--- src/rtl/acc_breg_seq.sv ---
// SAP-1 operand stage: ACC/BREG registers feeding the adder-subtractor, one LDA/ADD/SUB/NOP per handshake.
// Latency accept->done_o: LDA 2, ADD/SUB 3, NOP 1 cycles; op_ready_o returns with done_o.
// Backpressure: op_ready_o high only in IDLE; op_valid_i outside IDLE is dropped, not queued. Option: ACC_FLAGS_EN.
module acc_breg_seq #(
    parameter int WIDTH = 8
) (
    input  logic             clk_i,
    input  logic             clr_i,
    input  logic             op_valid_i,
    output logic             op_ready_o,
    input  logic [1:0]       op_i,
    input  logic [WIDTH-1:0] w_in_i,
    output logic [WIDTH-1:0] acc_o,
    output logic [WIDTH-1:0] breg_o,
    output logic             s_u_o,
    input  logic [WIDTH-1:0] alu_s_i,
    output logic             busy_o,
`ifdef ACC_FLAGS_EN
    output logic             c_flag_o,
    output logic             z_flag_o,
`endif
    output logic             done_o
);

    typedef enum logic [2:0] {
        IDLE   = 3'd0,
        LOAD_A = 3'd1,
        LOAD_B = 3'd2,
        EXEC   = 3'd3,
        FINISH = 3'd4
    } state_t;

    localparam logic [1:0] OP_LDA = 2'b00;
    localparam logic [1:0] OP_SUB = 2'b10;
    localparam logic [1:0] OP_NOP = 2'b11;

    state_t           state_q, state_d;
    logic [WIDTH-1:0] acc_q, acc_d;
    logic [WIDTH-1:0] breg_q, breg_d;
    logic [WIDTH-1:0] opnd_q, opnd_d;
    logic [1:0]       opc_q, opc_d;
    logic             s_u_q, s_u_d;
    logic             done_q, done_d;

    always_ff @(posedge clk_i or posedge clr_i) begin
        if (clr_i) begin
            state_q <= IDLE;
            acc_q   <= '0;
            breg_q  <= '0;
            opnd_q  <= '0;
            opc_q   <= OP_NOP;
            s_u_q   <= 1'b0;
            done_q  <= 1'b0;
        end else begin
            state_q <= state_d;
            acc_q   <= acc_d;
            breg_q  <= breg_d;
            opnd_q  <= opnd_d;
            opc_q   <= opc_d;
            s_u_q   <= s_u_d;
            done_q  <= done_d;
        end
    end

    always_comb begin
        state_d = state_q;
        acc_d   = acc_q;
        breg_d  = breg_q;
        opnd_d  = opnd_q;
        opc_d   = opc_q;
        s_u_d   = s_u_q;
        done_d  = 1'b0;
        case (state_q)
            IDLE: begin
                if (op_valid_i) begin
                    opc_d  = op_i;
                    opnd_d = w_in_i;
                    case (op_i)
                        OP_LDA:  state_d = LOAD_A;
                        OP_NOP:  state_d = FINISH;
                        default: state_d = LOAD_B;
                    endcase
                end
            end
            LOAD_A: begin
                acc_d   = opnd_q;
                state_d = FINISH;
            end
            LOAD_B: begin
                breg_d  = opnd_q;
                s_u_d   = (opc_q == OP_SUB);
                state_d = EXEC;
            end
            // ALU result already reflects the BREG/S_U written on the previous edge
            EXEC: begin
                acc_d   = alu_s_i;
                state_d = FINISH;
            end
            FINISH: begin
                done_d  = 1'b1;
                state_d = IDLE;
            end
            default: state_d = IDLE;
        endcase
    end

`ifdef ACC_FLAGS_EN
    logic             c_flag_q, z_flag_q;
    logic [WIDTH:0]   carry_sum;
    logic [WIDTH-1:0] b_term;

    // Subtract is ACC + ~BREG + 1, so carry-out set means no borrow
    always_comb begin
        b_term    = s_u_q ? ~breg_q : breg_q;
        carry_sum = {1'b0, acc_q} + {1'b0, b_term} + {{WIDTH{1'b0}}, s_u_q};
    end

    always_ff @(posedge clk_i or posedge clr_i) begin
        if (clr_i) begin
            c_flag_q <= 1'b0;
            z_flag_q <= 1'b0;
        end else if (state_q == EXEC) begin
            c_flag_q <= carry_sum[WIDTH];
            z_flag_q <= (alu_s_i == '0);
        end
    end

    assign c_flag_o = c_flag_q;
    assign z_flag_o = z_flag_q;
`endif

    assign acc_o      = acc_q;
    assign breg_o     = breg_q;
    assign s_u_o      = s_u_q;
    assign done_o     = done_q;
    assign op_ready_o = (state_q == IDLE);
    assign busy_o     = (state_q != IDLE);

endmodule

--- config.mk ---
export PLATFORM = sky130hd
export DESIGN_NAME = acc_breg_seq
export DESIGN_NICKNAME = d
export VERILOG_FILES = /design/src/rtl/acc_breg_seq.sv
export SDC_FILE = /design/constraint.sdc
export NUM_CORES = 1
export LEC_CHECK = 0
export CAP_MARGIN = 20
export CORE_ASPECT_RATIO = 0.75
export CORE_MARGIN = 2
export CORE_UTILIZATION = 50
export DETAILED_ROUTE_END_ITERATION = 8
export GPL_TIMING_DRIVEN = 0
export PLACE_DENSITY = 0.9
export SYNTH_ARGS = -nofsm -noshare
export SYNTH_HDL_FRONTEND = slang
export SYNTH_SLANG_ARGS = --single-unit
--- constraint.sdc ---
create_clock -name clk_i -period 2.2 [get_ports clk_i]
set_input_delay 0.22 -clock clk_i [delete_from_list [all_inputs] [get_ports clk_i]]
set_output_delay 0.22 -clock clk_i [all_outputs]
set_load 0.05 [all_outputs]
* Yosys cells after proc, flatten, opt, wreduce, memory -nomap -nowiden *
Index checks and enable logic that the tools add are counted.
Widths: inputs -> output; s select.

word-level totals
  word-level logic and storage cells = 25
  output and inout bits = 20
  flip-flop bits (word level) = 31

cells by class
  muxes and demuxes = 5
  eq/ne operators = 7
  reduce and logical (&&, ||, !) cells = 6

operators with widths
  cell                number
  $pmux 8 s2          1
  $pmux 3 s3          1
  $eq 3x2->1 const B  2
  $pmux 3 s2          1
  $eq 2x2->1 const B  2
  $eq 3x1->1 const B  1
  $eq 3x3->1 const B  1
  $logic_not 3->1     1
  $mux 3              1
  $reduce_bool 3->1   1
  $logic_not 2->1     1
  $ne 2x2->1 const B  1
  $reduce_and 2->1    1
  $reduce_bool 2->1   1
  $reduce_or 2->1     1
  $mux 1              1

* Depth between registers and ports, before layout *
Gate-level depths: netlist of run 1.

  depth in word-level cells = 4
  gate-level depth with buffers = 4
  mapped depth without buffers = 4

* Worst setup path before layout of run 1 *
No wires, ideal clock.

  kind = reg-to-output
  from = reg state_q[1]
  to = out busy_o
  path buffers = 1
  slack = -0.342 ns
  arrival time = 2.322 ns
  stages on the path, launching flop included = 4
  cell sequence = dfrtp_1 > buf_6 > nor3_1 > inv_1

on the way
  word-level cells in the longest chain between the ends = 1

RTL lines
  element                 RTL line  RTL
  from (decl)             37        state_t state_q, state_d;
  from (signal assigned)  55        state_q <= state_d;
  $reduce_bool 3->1       137       assign busy_o = (state_q != IDLE);
  to (decl)               17        output logic busy_o,

Every way passes these cells.

* Final worst setup path of run 1 *
  from = reg state_q[1]
  to = out op_ready_o

on the way
  word-level cells in the longest chain between the ends = 1

RTL lines
  element          RTL line  RTL
  $logic_not 3->1  136       assign op_ready_o = (state_q == IDLE);
  to (decl)        10        output logic op_ready_o,

Every way passes these cells.

==> metrics.json, run 1 <==
{
  "worst_setup_path": {
    "critPathMaxFanout": 10,
    "worst_path_dominant_cell_family": "buffers and inverters",
    "standard_cell_with_the_maximum_stage_delay_on_the_critical_path": "sky130_fd_sc_hd__dlygate4sd2_1",
    "timing.setup.critical_path_class": "reg -> out",
    "cp.buffers_inverters": 2,
    "setup.reg_to_reg.worst_slack_ns": 0.74,
    "timing.critical_path.arrival_ns": 1.70,
    "crit_path_cell_trace": "buf_6, nor3_2, dlygate4sd2_1",
    "crit_path_start_kind": "flop",
    "max_stage_delay_ns": 0.54,
    "timing.rr.end": "opnd_q[5]",
    "cp-end-kind": "primary output",
    "reg2reg_depth": 3,
    "worst_setup_path_startpoint": "state_q[1]",
    "worstReg2RegStart": "state_q[1]",
    "worstPathRequired_ns": 1.98
  },
  "finish": {
    "area_growth_syn_to_layout_pct": 39.3,
    "net_total_in_the_final_layout": 161,
    "antenna_cells": 0,
    "post-route-util": 0.753,
    "layout.filler_cells": 181,
    "post_route_cells_drive_above_1_share": 0.360
  },
  "job": {
    "drv_cap": 0
  },
  "pwr": {
    "clock_power_share": 0.124,
    "pwr-share-seq": 0.300,
    "combinationalPowerShare": 0.577,
    "power-per-cell-area_nw_per_um2": 1810,
    "netSwitchingPower_mw": 1.52,
    "cellInternalPower_mw": 2.13,
    "peakVddDrop_mv": 0.881,
    "sw_frac_of_total": 0.417,
    "power.static_leakage_nw": 0.914
  },
  "die": {
    "dieHeight_um": 50.6,
    "dieWidth_um": 66.2,
    "core_um2": 2680,
    "core.rowCount": 16,
    "initial_core_util": 0.541,
    "die-area_um2": 3350,
    "ios": 41
  },
  "timing": {
    "final-hold-violation-count": 0,
    "timing.final.setup_violations": 0,
    "worst_slew_pin_slew_ns": 0.528,
    "final_period_minus_worst_setup_slack_ns": 1.92,
    "slew-limit-headroom": 0.647,
    "max_freq_mhz": 522,
    "final-max-slew-violation-count": 0,
    "fin_skew_ns": 0.00477,
    "setup_ws_ns": 0.284,
    "grt_setup_unrepaired": "false",
    "period_share": 0.871,
    "totalNegativeSetupSlack_ns": 0,
    "hold_slack_ns": 0.271
  },
  "logic_synthesis": {
    "syn_avg_cell_area_um2": 16.1,
    "ys_top_cells_by_count": "sky130_fd_sc_hd__dfrtp_1, sky130_fd_sc_hd__mux2_4, sky130_fd_sc_hd__mux2_2",
    "synthMostInstantiatedCell": "sky130_fd_sc_hd__dfrtp_1",
    "post_synthesis_cells": 90,
    "seq_area_frac_synth": 0.537,
    "synthDistinctLibCells": 16,
    "synth_enable_flop_cells": 0,
    "cell_area_after_technology_mapping_um2": 1450,
    "synthTopCellsByArea": "sky130_fd_sc_hd__dfrtp_1, sky130_fd_sc_hd__mux2_4, sky130_fd_sc_hd__mux2_2, sky130_fd_sc_hd__dfstp_2, sky130_fd_sc_hd__buf_6",
    "ys_seq_elements": 31,
    "synthesis.yosys.warnings": 0,
    "synth_ff_type": "sky130_fd_sc_hd__dfrtp_1",
    "async_reset_ff_frac": 1.00,
    "post-synth-top-area-cell": "sky130_fd_sc_hd__dfrtp_1",
    "synth_nets": 113,
    "synth_top_cell_area_share": 0.500
  },
  "clocking": {
    "tritoncts_num_sinks": 31,
    "cts.clk_slew.worst_paths_ns": 0.06,
    "clock_tree_from_tritoncts": "yes",
    "ctsHtreeMaxLevel": 2,
    "cts_setup_buffers": 0,
    "cts-root-to-sink-buffers": 2,
    "root_buffer": "sky130_fd_sc_hd__clkbuf_8",
    "cts-buffers-inserted": 5,
    "clock_latency_ns": 0.28
  },
  "global_route": {
    "global_route.overflow_total": 0,
    "grt_start_max_net_pins": 22,
    "track_usage": 0.196,
    "initial_antenna_violation_count": 0,
    "number_of_global_route_vias_before_repair": 941,
    "global_route_wire_length_before_repair_um": 4650
  },
  "route": {
    "drt-vias-per-instance": 5.02,
    "detail_route.first_pass.iterations": 4,
    "routed_wire_length_per_instance_um": 16.3,
    "topRoutingLayerUsed": "met4",
    "drcViolationCount": 0,
    "detail-route-antenna-nets": 0,
    "met2RoutedLength_um": 1290,
    "wl_um": 2850,
    "drt_iter0_markers": 17,
    "met3_length_um": 251,
    "via_total_after_detailed_routing": 878,
    "wl_met1_um": 1280
  },
  "placement": {
    "io_buffers": 40,
    "gpl.final_weighted_congestion": 0.723,
    "hpwlAfterDp_um": 2030,
    "dp_worst_setup_slack_ns": 0.309
  },
  "hold_path": {
    "hold_path_class": "in -> async"
  },
  "run_status": {
    "status": "complete, no violations"
  }
}
## registers in the layout, indices dropped and copies added, names as in the netlist
name	cells
opc_q	2
acc_o	8
done_o	1
s_u_o	1
breg_o	8
state_q	3
opnd_q	8
## power by group through the flow
stage	registers (mW)	logic, mW	clock network, mW
finish	1.10	2.11	0.451
floorplan	1.63	0.988	0
detailed placement	1.09	2.13	0
global placement	1.07	2.08	0
CTS	1.10	2.13	0.462
global route	1.13	2.20	0.491
## how the worst max path moves through the flow
| stage | slack, ns | depth (start not counted) | endpoint |
|---|---|---|---|
| final | 0.28 | 3 | op_ready_o |
| after global routing | 0.21 | 3 | op_ready_o |
| after CTS | 0.02 | 4 | busy_o |
| after detailed placement | 0.31 | 3 | op_ready_o |
| after global placement | 0.33 | 3 | op_ready_o |
| after floorplan | 0.24 | 3 | busy_o |
## cell families after synthesis
| logic type | after synthesis | share of synthesized area |
|---|---|---|
| AOI/OAI and AO/OA | 3 | 0.0104 |
| adders and majority gates | 2 | 0.0173 |
| buffers and inverters | 10 | 0.0475 |
| DFF | 31 | 0.537 |
| muxes | 35 | 0.334 |
| and+or+nand+nor | 9 | 0.0544 |
## layer usage
metal | vias to the layer above | global-route usage
li1 | 407 | -
met1 | 430 | 0.249
met2 | 37 | 0.307
met3 | 4 | 0.0874
met4 | 0 | 0.0510
met5 | - | 0
## final cells by class
type | instances | area, um2 | area share
flip-flops and latches | 31 | 778 | 0.385
multi-input cells | 49 | 608 | 0.301
repair buffers | 41 | 429 | 0.212
clock buffers | 7 | 86.3 | 0.0427
plain buffers | 5 | 50.0 | 0.0248
well taps | 36 | 45.0 | 0.0223
inverters | 5 | 18.8 | 0.00929
clock inverters | 1 | 5.00 | 0.00248
## layout by cell type, fill, tap and decap left out, drive strengths merged
master,n
inv,5
dlygate4sd2,1
mux2,35
nor2b,2
nor4b,1
a21oi,3
buf,6
dfstp,2
dfrtp,29
dlymetal6s2s,1
nor3b,2
ha,2
clkbuf,7
nor3,3
nand3b,1
clkdlybuf4s50,38
clkinv,1
## metrics by stage
step / std cells / total power, mW / instance area [um2]
3_5_place_dp: 167 / 3.22 / 1930
4_1_cts: 175 / 3.69 / 2020
2_1_floorplan: 90 / 2.62 / 1460
6_report: 175 / 3.65 / 2020
3_3_place_gp: 166 / 3.14 / 1900
5_1_grt: 175 / 3.82 / 2020
## what timing repair did
| item | in CTS | in global routing |
|---|---|---|
| hold buffers | 0 | 0 |
| gates resized for setup | 1 | 1 |
| setup endpoints to repair | 1 | 1 |
(Power assumes the default switching activity.)
==> run 2: changes to the inputs <==
--- a/config.mk
+++ b/config.mk
@@ -7,7 +7,6 @@
 export LEC_CHECK = 0
 export CAP_MARGIN = 20
 export CORE_ASPECT_RATIO = 0.75
-export CORE_MARGIN = 2
 export CORE_UTILIZATION = 50
 export DETAILED_ROUTE_END_ITERATION = 8
 export GPL_TIMING_DRIVEN = 0
==> metrics.json, run 2 (synthesized netlist as in run 1, its figures left out) <==
{
  "timing": {
    "grt_setup_unrepaired": {"value": "false", "change": "unchanged"},
    "worst_slew_pin_slew": {"value": 0.501, "unit": "ns", "change": "was 0.528 ns"},
    "final_period_minus_worst_setup_slack": {"value": 2.12, "unit": "ns", "change": "was 1.92 ns"},
    "period_share": {"value": 0.962, "change": "was 0.871"},
    "totalNegativeSetupSlack": {"value": 0, "unit": "ns", "change": "unchanged"},
    "timing.final.setup_violations": {"value": 0, "change": "unchanged"},
    "max_freq": {"value": 473, "unit": "MHz", "change": "was 522 MHz"},
    "final-max-slew-violation-count": {"value": 0, "change": "unchanged"},
    "final-hold-violation-count": {"value": 0, "change": "unchanged"},
    "fin_skew": {"value": 0.00543, "unit": "ns", "change": "was 0.00477 ns"},
    "hold_slack": {"value": 0.231, "unit": "ns", "change": "was 0.271 ns"},
    "slew-limit-headroom": {"value": 0.665, "change": "was 0.647"},
    "setup_ws": {"value": 0.0842, "unit": "ns", "change": "was 0.284 ns"}
  },
  "placement": {
    "io_buffers": {"value": 40, "change": "unchanged"},
    "postPlaceCellArea": {"value": 1930, "unit": "um2", "change": "unchanged"},
    "hpwlAfterDp": {"value": 1960, "unit": "um", "change": "was 2030 um"},
    "gpl.final_weighted_congestion": {"value": 0.722, "change": "was 0.723"},
    "dp_worst_setup_slack": {"value": 0.317, "unit": "ns", "change": "was 0.309 ns"},
    "placedCellCount": {"value": 167, "change": "unchanged"}
  },
  "clocking": {
    "clock_tree_from_tritoncts": {"value": "yes", "change": "unchanged"},
    "cts-root-to-sink-buffers": {"value": 2, "change": "unchanged"},
    "ctsHtreeMaxLevel": {"value": 2, "change": "unchanged"},
    "cts-buffers-inserted": {"value": 5, "change": "unchanged"},
    "cts_hold_repair_buffers": {"value": 0, "change": "unchanged"},
    "cts_setup_buffers": {"value": 0, "change": "unchanged"},
    "cts.clk_slew.worst_paths": {"value": 0.06, "unit": "ns", "change": "about the same"},
    "tritoncts_num_sinks": {"value": 31, "change": "unchanged"},
    "clock_latency": {"value": 0.28, "unit": "ns", "change": "about the same"},
    "cts_resized": {"value": 0, "change": "was 1"},
    "root_buffer": {"value": "sky130_fd_sc_hd__clkbuf_8", "change": "unchanged"}
  },
  "die": {
    "ios": {"value": 41, "change": "unchanged"},
    "die-area": {"value": 3120, "unit": "um2", "change": "was 3350 um2"},
    "core": {"value": 2680, "unit": "um2", "change": "unchanged"},
    "core.rowCount": {"value": 16, "change": "unchanged"},
    "dieWidth": {"value": 64.2, "unit": "um", "change": "was 66.2 um"},
    "dieHeight": {"value": 48.6, "unit": "um", "change": "was 50.6 um"},
    "initial_core_util": {"value": 0.541, "change": "unchanged"}
  },
  "global_route": {
    "global_route.overflow_total": {"value": 0, "change": "unchanged"},
    "use_met2": {"value": 0.323, "change": "was 0.307"},
    "global_route.usage.met1": {"value": 0.268, "change": "was 0.249"},
    "initial_antenna_violation_count": {"value": 0, "change": "unchanged"},
    "track_usage": {"value": 0.203, "change": "was 0.196"},
    "number_of_global_route_vias_before_repair": {"value": 966, "change": "was 941"},
    "global_route.peak_usage_layer": {"value": "met2", "change": "unchanged"},
    "grt_start_max_net_pins": {"value": 24, "change": "was 22"},
    "globalRouteMet3Util": {"value": 0.0542, "change": "was 0.0874"},
    "global_route_wire_length_before_repair": {"value": 4610, "unit": "um", "change": "was 4650 um"}
  },
  "pwr": {
    "combinationalPowerShare": {"value": 0.584, "change": "was 0.577"},
    "finalPower": {"value": 3.62, "unit": "mW", "change": "was 3.65 mW"},
    "cellInternalPower": {"value": 2.10, "unit": "mW", "change": "was 2.13 mW"},
    "power.static_leakage": {"value": 0.914, "unit": "nW", "change": "about the same"},
    "clock_power_share": {"value": 0.117, "change": "was 0.124"},
    "peakVddDrop": {"value": 0.942, "unit": "mV", "change": "was 0.881 mV"},
    "power-per-cell-area": {"value": 1800, "unit": "nW/um2", "change": "was 1810 nW/um2"},
    "sw_frac_of_total": {"value": 0.419, "change": "was 0.417"},
    "pwr-share-seq": {"value": 0.300, "change": "about the same"},
    "netSwitchingPower": {"value": 1.52, "unit": "mW", "change": "about the same"}
  },
  "worst_setup_path": {
    "crit_path_cell_trace": {"value": "buf_6, nor3_2, inv_1, clkdlybuf4s50_1", "change": "was buf_6, nor3_2, dlygate4sd2_1"},
    "worstReg2RegStart": {"value": "state_q[0]", "change": "was state_q[1]"},
    "crit_path_start_kind": {"value": "flop", "change": "unchanged"},
    "standard_cell_with_the_maximum_stage_delay_on_the_critical_path": {"value": "sky130_fd_sc_hd__clkdlybuf4s50_1", "change": "was sky130_fd_sc_hd__dlygate4sd2_1"},
    "worstPathRequired": {"value": 1.98, "unit": "ns", "change": "about the same"},
    "setup.reg_to_reg.worst_slack": {"value": 0.75, "unit": "ns", "change": "was 0.74 ns"},
    "max_stage_delay": {"value": 0.79, "unit": "ns", "change": "was 0.54 ns"},
    "critPathCapture": {"value": "busy_o", "change": "was op_ready_o"},
    "timing.rr.end": {"value": "opnd_q[3]", "change": "was opnd_q[5]"},
    "critPathMaxFanout": {"value": 10, "change": "unchanged"},
    "critical_path_depth": {"value": 4, "change": "was 3"},
    "reg2reg_depth": {"value": 4, "change": "was 3"},
    "worst_setup_path_startpoint": {"value": "state_q[1]", "change": "unchanged"},
    "timing.setup.critical_path_class": {"value": "reg -> out", "change": "unchanged"},
    "cp.buffers_inverters": {"value": 3, "change": "was 2"},
    "worst_path_dominant_cell_family": {"value": "buffers and inverters", "change": "unchanged"},
    "cp-end-kind": {"value": "primary output", "change": "unchanged"},
    "timing.critical_path.arrival": {"value": 1.90, "unit": "ns", "change": "was 1.70 ns"}
  },
  "finish": {
    "net_total_in_the_final_layout": {"value": 161, "change": "unchanged"},
    "antenna_cells": {"value": 0, "change": "unchanged"},
    "final-seq-area": {"value": 778, "unit": "um2", "change": "unchanged"},
    "layout.cells.most_common_list": {"value": "sky130_fd_sc_hd__clkdlybuf4s50_1, sky130_fd_sc_hd__dfrtp_1, sky130_fd_sc_hd__mux2_4", "change": "unchanged"},
    "layout.filler_cells": {"value": 178, "change": "was 181"},
    "instances_no_fill": {"value": 175, "change": "unchanged"},
    "layout_commonest_cell": {"value": "sky130_fd_sc_hd__clkdlybuf4s50_1", "change": "unchanged"},
    "post-route-util": {"value": 0.751, "change": "was 0.753"},
    "finalInstanceArea": {"value": 2010, "unit": "um2", "change": "was 2020 um2"},
    "area_growth_syn_to_layout": {"value": 38.9, "unit": "%", "change": "was 39.3%"},
    "multi_input_comb_area": {"value": 608, "unit": "um2", "change": "unchanged"},
    "post_route_cells_drive_above_1_share": {"value": 0.367, "change": "was 0.360"}
  },
  "job": {
    "drv_cap": {"value": 0, "change": "unchanged"}
  },
  "route": {
    "drt_iter0_markers": {"value": 20, "change": "was 17"},
    "detail_route.first_pass.iterations": {"value": 4, "change": "unchanged"},
    "drt-vias-per-instance": {"value": 4.99, "change": "was 5.02"},
    "routed_wire_length_per_instance": {"value": 15.6, "unit": "um", "change": "was 16.3 um"},
    "detail-route-antenna-nets": {"value": 0, "change": "unchanged"},
    "drcViolationCount": {"value": 0, "change": "unchanged"},
    "via_total_after_detailed_routing": {"value": 874, "change": "was 878"},
    "wl": {"value": 2740, "unit": "um", "change": "was 2850 um"}
  },
  "run_status": {
    "status": {"value": "complete, no violations", "change": "unchanged"}
  },
  "hold_path": {
    "hold_path_class": {"value": "in -> async", "change": "unchanged"}
  }
}
-- run 2: worst min path at each step --
stage               slack (ns)     start       end  depth (start not counted)
global placement          0.47  acc_o[4]  acc_o[4]                          1
floorplan                 0.32     clr_i  acc_o[0]                          1
CTS                       0.24     clr_i     s_u_o                          2
global route              0.26     clr_i     s_u_o                          2
finish                    0.23     clr_i     s_u_o                          2
detailed placement        0.50  acc_o[4]  acc_o[4]                          1
-- run 2: layout make-up --
cell class	count	area share
plain buffers	5	0.0248
clock buffers	5	0.0342
clock inverters	3	0.00745
inverters	5	0.00932
multi-input cells	49	0.302
flip-flops and latches	31	0.386
well taps	36	0.0224
repair buffers	41	0.214
-- run 2: per-layer routing --
layer / vias up / wire length [um]
met5: - / 0
met4: 0 / 29
met3: 4 / 156
met2: 33 / 1280
met1: 431 / 1270
li1: 406 / -
-- run 2: power by group through the flow --
| stage | Sequential, mW | Clock (mW) | Combinational (mW) |
|---|---|---|---|
| global route | 1.12 | 0.457 | 2.21 |
| detailed placement | 1.09 | 0 | 2.13 |
| floorplan | 1.63 | 0 | 0.988 |
| finish | 1.08 | 0.422 | 2.11 |
| global placement | 1.07 | 0 | 2.07 |
| CTS | 1.09 | 0.429 | 2.13 |
==> run 3: changes to the inputs <==
--- a/config.mk
+++ b/config.mk
@@ -7,10 +7,11 @@
 export LEC_CHECK = 0
 export CAP_MARGIN = 20
 export CORE_ASPECT_RATIO = 0.75
-export CORE_UTILIZATION = 50
+export CORE_UTILIZATION = 66
 export DETAILED_ROUTE_END_ITERATION = 8
+export DONT_BUFFER_PORTS = 1
 export GPL_TIMING_DRIVEN = 0
-export PLACE_DENSITY = 0.9
+export PLACE_DENSITY = 0.89
 export SYNTH_ARGS = -nofsm -noshare
 export SYNTH_HDL_FRONTEND = slang
 export SYNTH_SLANG_ARGS = --single-unit
==> metrics.json, run 3 (synthesized netlist as in run 1, its figures left out) <==
{
  "run_status": {
    "status": {"value": "complete, no violations", "change": "unchanged"}
  },
  "finish": {
    "antenna_cells": {"value": 0, "change": "unchanged"},
    "net_total_in_the_final_layout": {"value": 126, "change": "was 161"},
    "area_growth_syn_to_layout": {"value": 11.6, "unit": "%", "change": "was 38.9%"},
    "layout.filler_cells": {"value": 132, "change": "was 178"},
    "layout.cells.most_common_list": {"value": "sky130_fd_sc_hd__dfrtp_1, sky130_fd_sc_hd__mux2_4, sky130_fd_sc_hd__mux2_2", "change": "was sky130_fd_sc_hd__clkdlybuf4s50_1, sky130_fd_sc_hd__dfrtp_1, sky130_fd_sc_hd__mux2_4"},
    "layout_commonest_cell": {"value": "sky130_fd_sc_hd__dfrtp_1", "change": "was sky130_fd_sc_hd__clkdlybuf4s50_1"},
    "post_route_cells_drive_above_1_share": {"value": 0.529, "change": "was 0.367"}
  },
  "timing": {
    "slew-limit-headroom": {"value": 0.586, "change": "was 0.665"},
    "final_period_minus_worst_setup_slack": {"value": 2.12, "unit": "ns", "change": "about the same"},
    "fin_skew": {"value": 0.0110, "unit": "ns", "change": "was 0.00543 ns"},
    "worst_slew_pin_slew": {"value": 0.619, "unit": "ns", "change": "was 0.501 ns"},
    "final-max-slew-violation-count": {"value": 0, "change": "unchanged"},
    "hold_slack": {"value": 0.0312, "unit": "ns", "change": "was 0.231 ns"},
    "totalNegativeSetupSlack": {"value": 0, "unit": "ns", "change": "unchanged"},
    "timing.final.setup_violations": {"value": 0, "change": "unchanged"},
    "final-hold-violation-count": {"value": 0, "change": "unchanged"},
    "period_share": {"value": 0.964, "change": "was 0.962"},
    "setup_ws": {"value": 0.0793, "unit": "ns", "change": "was 0.0842 ns"},
    "max_freq": {"value": 472, "unit": "MHz", "change": "was 473 MHz"}
  },
  "route": {
    "drcViolationCount": {"value": 0, "change": "unchanged"},
    "wl": {"value": 2440, "unit": "um", "change": "was 2740 um"},
    "topRoutingLayerUsed": {"value": "met4", "change": "unchanged"},
    "detail_route.first_pass.iterations": {"value": 3, "change": "was 4"},
    "met3_length": {"value": 204, "unit": "um", "change": "was 156 um"},
    "drt_iter0_markers": {"value": 15, "change": "was 20"},
    "drt-vias-per-instance": {"value": 5.79, "change": "was 4.99"},
    "detail-route-antenna-nets": {"value": 0, "change": "unchanged"},
    "routed_wire_length_per_instance": {"value": 19.1, "unit": "um", "change": "was 15.6 um"},
    "via_total_after_detailed_routing": {"value": 741, "change": "was 874"},
    "wl_met1": {"value": 1020, "unit": "um", "change": "was 1270 um"},
    "met2RoutedLength": {"value": 1200, "unit": "um", "change": "was 1280 um"}
  },
  "hold_path": {
    "hold_start": "w_in_i[1]",
    "min_delay_path_depth": 1,
    "worst_hold_endpoint": "opnd_q[1]",
    "hold_path_class": {"value": "in -> reg", "change": "was in -> async"}
  },
  "global_route": {
    "initial_antenna_violation_count": {"value": 0, "change": "unchanged"},
    "global_route.overflow_total": {"value": 0, "change": "unchanged"},
    "grt_start_max_net_pins": {"value": 32, "change": "was 24"},
    "number_of_global_route_vias_before_repair": {"value": 778, "change": "was 966"},
    "track_usage": {"value": 0.229, "change": "was 0.203"},
    "global_route_wire_length_before_repair": {"value": 3820, "unit": "um", "change": "was 4610 um"}
  },
  "worst_setup_path": {
    "worstPathRequired": {"value": 1.98, "unit": "ns", "change": "about the same"},
    "crit_path_start_kind": {"value": "flop", "change": "unchanged"},
    "cp-end-kind": {"value": "primary output", "change": "unchanged"},
    "timing.rr.end": {"value": "opnd_q[5]", "change": "was opnd_q[3]"},
    "critPathMaxFanout": {"value": 4, "change": "was 10"},
    "timing.setup.critical_path_class": {"value": "reg -> out", "change": "unchanged"},
    "reg2reg_depth": {"value": 4, "change": "unchanged"},
    "setup.reg_to_reg.worst_slack": {"value": 0.71, "unit": "ns", "change": "was 0.75 ns"},
    "worstReg2RegStart": {"value": "state_q[1]", "change": "was state_q[0]"},
    "timing.critical_path.arrival": {"value": 1.90, "unit": "ns", "change": "about the same"}
  },
  "placement": {
    "io_buffers": {"value": 0, "change": "was 40"},
    "gpl.final_weighted_congestion": {"value": 0.723, "change": "was 0.722"},
    "hpwlAfterDp": {"value": 1580, "unit": "um", "change": "was 1960 um"},
    "dp_worst_setup_slack": {"value": 0.152, "unit": "ns", "change": "was 0.317 ns"}
  },
  "die": {
    "dieHeight": {"value": 42.6, "unit": "um", "change": "was 48.6 um"},
    "die-area": {"value": 2390, "unit": "um2", "change": "was 3120 um2"},
    "initial_core_util": {"value": 0.714, "change": "was 0.541"},
    "dieWidth": {"value": 56.1, "unit": "um", "change": "was 64.2 um"},
    "core": {"value": 2030, "unit": "um2", "change": "was 2680 um2"},
    "core.rowCount": {"value": 14, "change": "was 16"},
    "ios": {"value": 41, "change": "unchanged"}
  },
  "clocking": {
    "clock_latency": {"value": 0.32, "unit": "ns", "change": "was 0.28 ns"},
    "tritoncts_num_sinks": {"value": 31, "change": "unchanged"},
    "cts.clk_slew.worst_paths": {"value": 0.10, "unit": "ns", "change": "was 0.06 ns"},
    "root_buffer": {"value": "sky130_fd_sc_hd__clkbuf_4", "change": "was sky130_fd_sc_hd__clkbuf_8"},
    "ctsHtreeMaxLevel": {"value": 2, "change": "unchanged"},
    "clock_tree_from_tritoncts": {"value": "yes", "change": "unchanged"},
    "cts-root-to-sink-buffers": {"value": 2, "change": "unchanged"},
    "cts-buffers-inserted": {"value": 5, "change": "unchanged"}
  },
  "job": {
    "drv_cap": {"value": 0, "change": "unchanged"}
  }
}
==> run 3: changes by cell type in the layout (fill, tap and decap cells not counted), moves of 2 or more <==
cell	delta
sky130_fd_sc_hd__clkinv_2	-2
sky130_fd_sc_hd__clkbuf_4	+5
sky130_fd_sc_hd__clkbuf_8	-5
sky130_fd_sc_hd__buf_4	+4
sky130_fd_sc_hd__clkdlybuf4s50_1	-39
sky130_fd_sc_hd__clkbuf_1	+2
==> run 3: worst max path at each step <==
stage	start	endpoint	slack (ns)
finish	state_q[1]	busy_o	0.08
global route	state_q[1]	busy_o	-0.001
CTS	state_q[1]	busy_o	0.08
detailed placement	state_q[1]	busy_o	0.15
global placement	state_q[1]	busy_o	0.16
floorplan	state_q[1]	busy_o	0.24
==> run 3: layer usage <==
layer  up-vias  GRT usage
li1        336          -
met1       372      0.268
met2        31      0.362
met3         2      0.127
met4         0     0.0732
met5         -          0
==> run 3: timing repair <==
item,in CTS,in global routing
hold buffers,0,1
hold endpoints to repair,0,20
endpoints found under the setup margin,1,1
pin swaps,0,1
resized for setup,1,3
buffers inserted,0,4
==> run 3: final cells by class <==
| class | count | area [um2] | share of cell area |
|---|---|---|---|
| Inverter | 5 | 22.5 | 0.0139 |
| Multi-Input combinational cell | 49 | 614 | 0.380 |
| Sequential cell | 31 | 779 | 0.482 |
| Buffer | 5 | 53.8 | 0.0333 |
| Clock buffer | 7 | 45.0 | 0.0278 |
| Clock inverter | 1 | 5.00 | 0.00309 |
| Tap cell | 24 | 30.0 | 0.0186 |
| Timing Repair Buffer | 6 | 67.6 | 0.0418 |
==> run 3: metrics by stage <==
stage,cell area [um2],cells,util
detailed placement,1490,114,0.731
finish,1620,128,0.796
CTS,1540,122,0.759
global route,1620,128,0.796
global placement,1490,114,0.731
floorplan,1460,90,-
==> run 3: worst max-delay path: stages (launching register included) <==
cell                         delay [ns]
sky130_fd_sc_hd__dfrtp_2           0.45
sky130_fd_sc_hd__buf_8             0.13
sky130_fd_sc_hd__nor3_4            0.54
sky130_fd_sc_hd__clkinvlp_4        0.46
Power of run 3 is not shown: default switching activity piles up to over one toggle a cycle in this logic, so the estimate is an artifact.
